### src/rtl/legv8_pkg.sv
// Shared LEGv8 encoding definitions: op classes, opcode constants and field positions.
// The opcode constants are also consumed by the control decoder.
package legv8_pkg;

    typedef enum logic [3:0] {
        OP_ADD   = 4'd0,
        OP_SUB   = 4'd1,
        OP_AND   = 4'd2,
        OP_ORR   = 4'd3,
        OP_EOR   = 4'd4,
        OP_LSL   = 4'd5,
        OP_LSR   = 4'd6,
        OP_LDUR  = 4'd7,
        OP_STUR  = 4'd8,
        OP_BR    = 4'd9,
        OP_CBZ   = 4'd10,
        OP_CBNZ  = 4'd11,
        OP_B     = 4'd12,
        OP_BL    = 4'd13,
        OP_RSV14 = 4'd14,
        OP_RSV15 = 4'd15
    } op_t;

    typedef enum logic {
        ST_IDLE,
        ST_PAD
    } state_t;

    localparam logic [10:0] OPC_ADD  = 11'b10001011000;
    localparam logic [10:0] OPC_SUB  = 11'b11001011000;
    localparam logic [10:0] OPC_AND  = 11'b10001010000;
    localparam logic [10:0] OPC_ORR  = 11'b10101010000;
    localparam logic [10:0] OPC_EOR  = 11'b11001010000;
    localparam logic [10:0] OPC_LSL  = 11'b11010011011;
    localparam logic [10:0] OPC_LSR  = 11'b11010011010;
    localparam logic [10:0] OPC_LDUR = 11'b11111000010;
    localparam logic [10:0] OPC_STUR = 11'b11111000000;
    localparam logic [10:0] OPC_BR   = 11'b11010110000;
    localparam logic [7:0]  OPC_CBZ  = 8'b10110100;
    localparam logic [7:0]  OPC_CBNZ = 8'b10110101;
    localparam logic [5:0]  OPC_B    = 6'b000101;
    localparam logic [5:0]  OPC_BL   = 6'b100101;

    // ADD XZR, XZR, XZR
    localparam logic [31:0] NOP_WORD = 32'h8B1F03FF;

    localparam int OPC11_LSB  = 21;
    localparam int OPC8_LSB   = 24;
    localparam int OPC6_LSB   = 26;
    localparam int RM_LSB     = 16;
    localparam int SHAMT_LSB  = 10;
    localparam int DADDR_LSB  = 12;
    localparam int CBADDR_LSB = 5;
    localparam int RN_LSB     = 5;
    localparam int RD_LSB     = 0;

    function automatic logic is_branch(input op_t op);
        return (op == OP_BR) || (op == OP_CBZ) || (op == OP_CBNZ) ||
               (op == OP_B)  || (op == OP_BL);
    endfunction

endpackage

### src/rtl/instr_field_pack.sv
// Combinational LEGv8 word packer: op class plus register/immediate fields to a 32-bit word,
// with range and illegal-op flags. Out-of-range immediates are truncated to the field width.
module instr_field_pack
    import legv8_pkg::*;
(
    input  op_t                op,
    input  logic [4:0]         rd,
    input  logic [4:0]         rn,
    input  logic [4:0]         rm,
    input  logic signed [25:0] imm,
    output logic [31:0]        word,
    output logic               range_err,
    output logic               illegal
);

    function automatic logic fits_s9(input logic signed [25:0] v);
        return (v >= -26'sd256) && (v <= 26'sd255);
    endfunction

    function automatic logic fits_s19(input logic signed [25:0] v);
        return (v >= -26'sd262144) && (v <= 26'sd262143);
    endfunction

    function automatic logic [31:0] pack_r(input logic [10:0] opc, input logic [4:0] f_rm,
                                           input logic [5:0] shamt, input logic [4:0] f_rn,
                                           input logic [4:0] f_rd);
        return (32'(opc) << OPC11_LSB) | (32'(f_rm) << RM_LSB) | (32'(shamt) << SHAMT_LSB) |
               (32'(f_rn) << RN_LSB) | (32'(f_rd) << RD_LSB);
    endfunction

    function automatic logic [31:0] pack_d(input logic [10:0] opc, input logic [8:0] imm9,
                                           input logic [4:0] f_rn, input logic [4:0] f_rt);
        return (32'(opc) << OPC11_LSB) | (32'(imm9) << DADDR_LSB) |
               (32'(f_rn) << RN_LSB) | (32'(f_rt) << RD_LSB);
    endfunction

    function automatic logic [31:0] pack_cb(input logic [7:0] opc, input logic [18:0] imm19,
                                            input logic [4:0] f_rt);
        return (32'(opc) << OPC8_LSB) | (32'(imm19) << CBADDR_LSB) | (32'(f_rt) << RD_LSB);
    endfunction

    function automatic logic [31:0] pack_b(input logic [5:0] opc, input logic [25:0] imm26);
        return (32'(opc) << OPC6_LSB) | 32'(imm26);
    endfunction

    always_comb begin
        word      = '0;
        range_err = 1'b0;
        illegal   = 1'b0;
        case (op)
            OP_ADD:  word = pack_r(OPC_ADD, rm, 6'd0, rn, rd);
            OP_SUB:  word = pack_r(OPC_SUB, rm, 6'd0, rn, rd);
            OP_AND:  word = pack_r(OPC_AND, rm, 6'd0, rn, rd);
            OP_ORR:  word = pack_r(OPC_ORR, rm, 6'd0, rn, rd);
            OP_EOR:  word = pack_r(OPC_EOR, rm, 6'd0, rn, rd);
            // Shift amount is an unsigned 6-bit field; any bit above it is out of range
            OP_LSL: begin
                word      = pack_r(OPC_LSL, 5'd0, imm[5:0], rn, rd);
                range_err = |imm[25:6];
            end
            OP_LSR: begin
                word      = pack_r(OPC_LSR, 5'd0, imm[5:0], rn, rd);
                range_err = |imm[25:6];
            end
            OP_LDUR: begin
                word      = pack_d(OPC_LDUR, imm[8:0], rn, rd);
                range_err = !fits_s9(imm);
            end
            OP_STUR: begin
                word      = pack_d(OPC_STUR, imm[8:0], rn, rd);
                range_err = !fits_s9(imm);
            end
            OP_BR:   word = pack_r(OPC_BR, 5'd0, 6'd0, rn, 5'd0);
            OP_CBZ: begin
                word      = pack_cb(OPC_CBZ, imm[18:0], rd);
                range_err = !fits_s19(imm);
            end
            OP_CBNZ: begin
                word      = pack_cb(OPC_CBNZ, imm[18:0], rd);
                range_err = !fits_s19(imm);
            end
            OP_B:    word = pack_b(OPC_B, imm[25:0]);
            OP_BL:   word = pack_b(OPC_BL, imm[25:0]);
            default: illegal = 1'b1;
        endcase
    end

endmodule

### src/rtl/instr_encoder.sv
// Streaming LEGv8 instruction encoder: one-deep output register with address counter,
// and NOP fill slots after every branch so the downstream core never needs a flush.
module instr_encoder
    import legv8_pkg::*;
#(
    parameter int ADDR_W    = 10,
    parameter int BASE_ADDR = 0,
    parameter int BR_PAD    = 3
) (
    input  logic              clock,
    input  logic              reset,
    input  logic              in_valid,
    output logic              in_ready,
    input  logic [3:0]        in_op,
    input  logic [4:0]        in_rd,
    input  logic [4:0]        in_rn,
    input  logic [4:0]        in_rm,
    input  logic [25:0]       in_imm,
    output logic              out_valid,
    input  logic              out_ready,
    output logic [31:0]       out_instr,
    output logic [ADDR_W-1:0] out_addr,
    output logic              err_illegal,
    output logic              err_range
);

    localparam logic [ADDR_W-1:0] BASE      = ADDR_W'(BASE_ADDR);
    localparam logic [ADDR_W-1:0] ADDR_STEP = ADDR_W'(4);
    localparam logic [3:0]        PAD_LOAD  = 4'(BR_PAD);

    op_t         op_p0;
    logic [31:0] word_p0;
    logic        range_p0;
    logic        illegal_p0;

    assign op_p0 = op_t'(in_op);

    instr_field_pack u_pack (
        .op        (op_p0),
        .rd        (in_rd),
        .rn        (in_rn),
        .rm        (in_rm),
        .imm       ($signed(in_imm)),
        .word      (word_p0),
        .range_err (range_p0),
        .illegal   (illegal_p0)
    );

    state_t      state;
    state_t      state_next;
    logic [3:0]  pad_cnt;
    logic [3:0]  pad_next;
    logic        slot_free;
    logic        handshake;
    logic        accept;
    logic        load;
    logic [31:0] load_word;

    // The output register may be refilled when empty or when its word leaves this cycle
    assign slot_free = !out_valid || out_ready;
    assign handshake = out_valid && out_ready;

    always_comb begin
        state_next = state;
        pad_next   = pad_cnt;
        in_ready   = 1'b0;
        accept     = 1'b0;
        load       = 1'b0;
        load_word  = word_p0;
        case (state)
            ST_IDLE: begin
                in_ready = slot_free;
                accept   = in_valid && slot_free;
                if (accept && !illegal_p0) begin
                    load = 1'b1;
                    if (is_branch(op_p0) && (PAD_LOAD != 4'd0)) begin
                        state_next = ST_PAD;
                        pad_next   = PAD_LOAD;
                    end
                end
            end
            ST_PAD: begin
                if (slot_free) begin
                    load      = 1'b1;
                    load_word = NOP_WORD;
                    pad_next  = pad_cnt - 4'd1;
                    if (pad_cnt == 4'd1) begin
                        state_next = ST_IDLE;
                    end
                end
            end
            default: state_next = ST_IDLE;
        endcase
    end

    always_ff @(posedge clock or posedge reset) begin
        if (reset) begin
            state   <= ST_IDLE;
            pad_cnt <= 4'd0;
        end else begin
            state   <= state_next;
            pad_cnt <= pad_next;
        end
    end

    // Output stage: word register, address counter and sticky error flags
    always_ff @(posedge clock or posedge reset) begin
        if (reset) begin
            out_valid   <= 1'b0;
            out_instr   <= '0;
            out_addr    <= BASE;
            err_illegal <= 1'b0;
            err_range   <= 1'b0;
        end else begin
            if (load) begin
                out_valid <= 1'b1;
                out_instr <= load_word;
            end else if (handshake) begin
                out_valid <= 1'b0;
            end
            if (handshake) begin
                out_addr <= out_addr + ADDR_STEP;
            end
            if (accept && illegal_p0) begin
                err_illegal <= 1'b1;
            end
            if (accept && !illegal_p0 && range_p0) begin
                err_range <= 1'b1;
            end
        end
    end

endmodule

### config.mk
export PLATFORM = sky130hd
export DESIGN_NAME = instr_encoder
export DESIGN_NICKNAME = d
export VERILOG_FILES = /design/src/rtl/legv8_pkg.sv /design/src/rtl/instr_field_pack.sv /design/src/rtl/instr_encoder.sv
export SDC_FILE = /design/constraint.sdc
export NUM_CORES = 1
export LEC_CHECK = 0
export ABC_AREA = 1
export CAP_MARGIN = 20
export CORE_MARGIN = 4
export CORE_UTILIZATION = 45
export DETAILED_ROUTE_END_ITERATION = 8
export PLACE_DENSITY = 0.79
export SETUP_SLACK_MARGIN = 0.15
export SLEW_MARGIN = 20
export SYNTH_ARGS = -nofsm -noshare
export SYNTH_HDL_FRONTEND = slang
export SYNTH_HIERARCHICAL = 1
export SYNTH_SLANG_ARGS = --single-unit
### constraint.sdc
create_clock -name clock -period 4.32 [get_ports clock]
set_clock_uncertainty 0.05 [all_clocks]
set_input_delay 1.296 -clock clock [delete_from_list [all_inputs] [get_ports clock]]
set_output_delay 1.296 -clock clock [all_outputs]
set_load 0.01 [all_outputs]
==> results.toml <==
[global_route]
antenna_found_initial = 0
grtUsageTotal_pct = 23.2
grt_pass1_wl_um = 14300
grt_pass1_vias = 2926
grt_max_degree = 49
grt_overflow = 0

[critical_path]
critPathBufInv = 4
endpoint_kind = "output pin"
critPathSlowestCell = "clkdlybuf4s50_1"
crit_fanout = 4
critPathMostFrequentCell = "clkdlybuf4s50_1"
worstSetupPathDepth = 6
critPathTopFamily = "buffers and inverters"
reg2reg_slack_ps = 2730
worstRegToRegCells = 6
rr_endpoint = "out_instr[5]"
startpoint_type = "input port"
r2r-start = "out_valid"
worstPathArrival_ps = 2670
worstPathRequired_ps = 2970
crit_path_cell_trace = "clkdlybuf4s50_1 -> inv_2 -> nand2_4 -> nand2_1 -> inv_1 -> clkdlybuf4s50_1"
critPathKind = "in -> out"
slowest_delay_ps = 540

[power_and_ir_drop]
ir_drop_mv = 0.277
leakage_nw = 1.89
internal_power_w = 0.00119
combPwrFrac_pct = 44.0
power_frac_clock_pct = 17.2
p_per_area_nw_per_um2 = 475
switchingPower_w = 0.000693
p_total_w = 0.00188
p_seq_share_pct = 38.9
p_sw_share_pct = 36.8

[timing]
setup_viol_count_final = 0
fmaxAchievable_ghz = 0.249
hold_viol = 0
fin_tns_setup_ps = 0
timing.final.max_slew_violations = 0
worst_pin_slew_ps = 803
slew_headroom_pct = 46.4
rsz0062_at_grt = "no"
period_share_pct = 92.9
period_minus_slack_ps = 4010

[final_layout]
seq_area_um2 = 1200
finalNetCount = 571
area_delta_synth_final_pct = 37.3
layout-drive-gt1-share_pct = 6.35
n_fill_cell = 530
n_antenna_cell = 0
multi_input_area_um2 = 1450

[logic_synthesis]
ys_seq_area_share_pct = 41.5
ys_top_cells_by_count = "149 x nand2_1, 90 x nor2_1, 48 x dfrtp_1"
synth_top_area_share_pct = 41.5
synth_flop_cell = "dfrtp_1"
synth_area_um2 = 2890
synth_cell_type_count = 35
synth.area.top_cells = "dfrtp_1 42%, nand2_1 19%, nor2_1 12%"
syn-instance-count = 426
ys_ff_latch = 48
synth.avg_cell_area_um2 = 6.79
async_flop_share_pct = 100
yosysTopAreaCell = "dfrtp_1"
synth_edf_count = 0
yosys_warnings = 6
synth.most_common_cell = "nand2_1"

[cts]
clock_latency_ps = 290
cts_tree = "yes"
cts_resized = 0
postCtsSetupRepairBufs = 0
clock-sinks = 48
hold_buffers = 0
cts_buffers = 5
cts_max_level = 2
clk_pin_slew_worst_paths_ps = 80
clock_path_buffers = 2
root_buffer = "clkbuf_8"

[drt]
wl_per_cell_um = 14.4
firstDrtPassIters = 5
wirelength_um = 8570
antenna_left = 0
num_vias = 3068
drc = 0
first_iter_violations = 207
vias_per_cell = 5.16

[hold_path]
hold_path_class = "reg -> reg"
min_to = "out_instr[10]"
hp-start = "out_instr[10]"
hold_depth = 2

[floorplan]
start_util_pct = 47.7
io_pins = 95
core_um2 = 6060
num_rows = 28
dieArea_um2 = 7770
die_w_um = 88.2
dieHeight_um = 88.2

[status]
status = "finished, final reports clean"

[placement]
dp_hpwl_um = 6710
gp_congestion = 0.933
port_buffers = 92

[flow_run]
cap_viol_max_count = 0
[power groups by stage]
stage                     clock, W  sequential (W)  combinational (W)
after floorplan                  0        0.000780           0.000370
after global placement           0        0.000734           0.000813
after detailed placement         0        0.000740           0.000834
after CTS                 0.000328        0.000733           0.000838
after global routing      0.000350        0.000757           0.000926
final                     0.000323        0.000733           0.000829
[registers in the layout (all words and copies together) (netlist names)]
register / cells
err_illegal: 1
err_range: 1
out_addr: 8
out_instr: 32
out_valid: 1
pad_cnt: 4
state: 1
[cell type report]
cell class | instances | share of cell area [%]
tap | 75 | 2.36
sequential | 48 | 30.3
clock inverter | 3 | 1.07
multi-input combinational | 325 | 36.5
clock buffer | 5 | 1.73
timing repair buffer | 96 | 24.0
inverter | 43 | 4.10
[stage by stage]
step | util [%] | setup WS (ps) | cells | hold WS [ps] | instance area [um2]
2_1_floorplan | - | 1430 | 427 | 440 | 2900
3_3_place_gp | 63.6 | 330 | 587 | 402 | 3860
3_5_place_dp | 63.6 | 311 | 587 | 407 | 3860
4_1_cts | 65.5 | 306 | 595 | 428 | 3970
5_1_grt | 65.5 | 232 | 595 | 458 | 3970
6_report | 65.5 | 308 | 595 | 427 | 3970
[worst register-to-register path, delay by kind of cell (launching register included)]
kind / cells / cell delay [ps]
buf+inv: 1 / 230
simple gates: 5 / 740
flops: 1 / 460
[cells by family after synthesis]
logic type | Yosys count | synth area share, %
compound gates | 37 | 7.96
xor+xnor | 3 | 0.909
other cells | 1 | 0.130
buf+inv | 54 | 8.44
flops | 48 | 41.5
simple gates | 280 | 39.7
fa+ha+maj | 3 | 1.30
[cell usage in the layout, fill, tap and decap left out, drive strengths merged]
cell type and count:
nor3 2, ha 3, a31o 2, clkinv 2
nand4 9, clkdlybuf4s50 92, or2 2, clkbuf 5
o2111ai 1, o221ai 4, a21oi 16, a31oi 1
dfrtp 48, nand2 153, nand3 20, xor2 2
nand3b 2, o21ai 7, inv 42, xnor2 1
o22ai 1, o211ai 4, conb 2, bufinv 1
clkinvlp 1, buf 4, a21boi 1, nor2 92
[how the worst max path moves through the flow]
stage              start       end  slack [ps]
2_1_floorplan  out_ready  in_ready        1430
3_3_place_gp   out_ready  in_ready         330
3_5_place_dp   out_ready  in_ready         310
4_1_cts        out_ready  in_ready         310
5_1_grt        out_ready  in_ready         230
6_report       out_ready  in_ready         310
[routing by layer]
metal | GRT usage (%) | part of all wire, % | vias to the layer above
met3 | 3.57 | 8.1 | 12
met5 | 0 | 0 | -
met1 | 32.7 | 44 | 1399
met4 | 6.18 | 1.4 | 0
li1 | - | - | 1513
met2 | 37.1 | 46 | 144
Note: power is estimated with default switching activity, not from simulation.
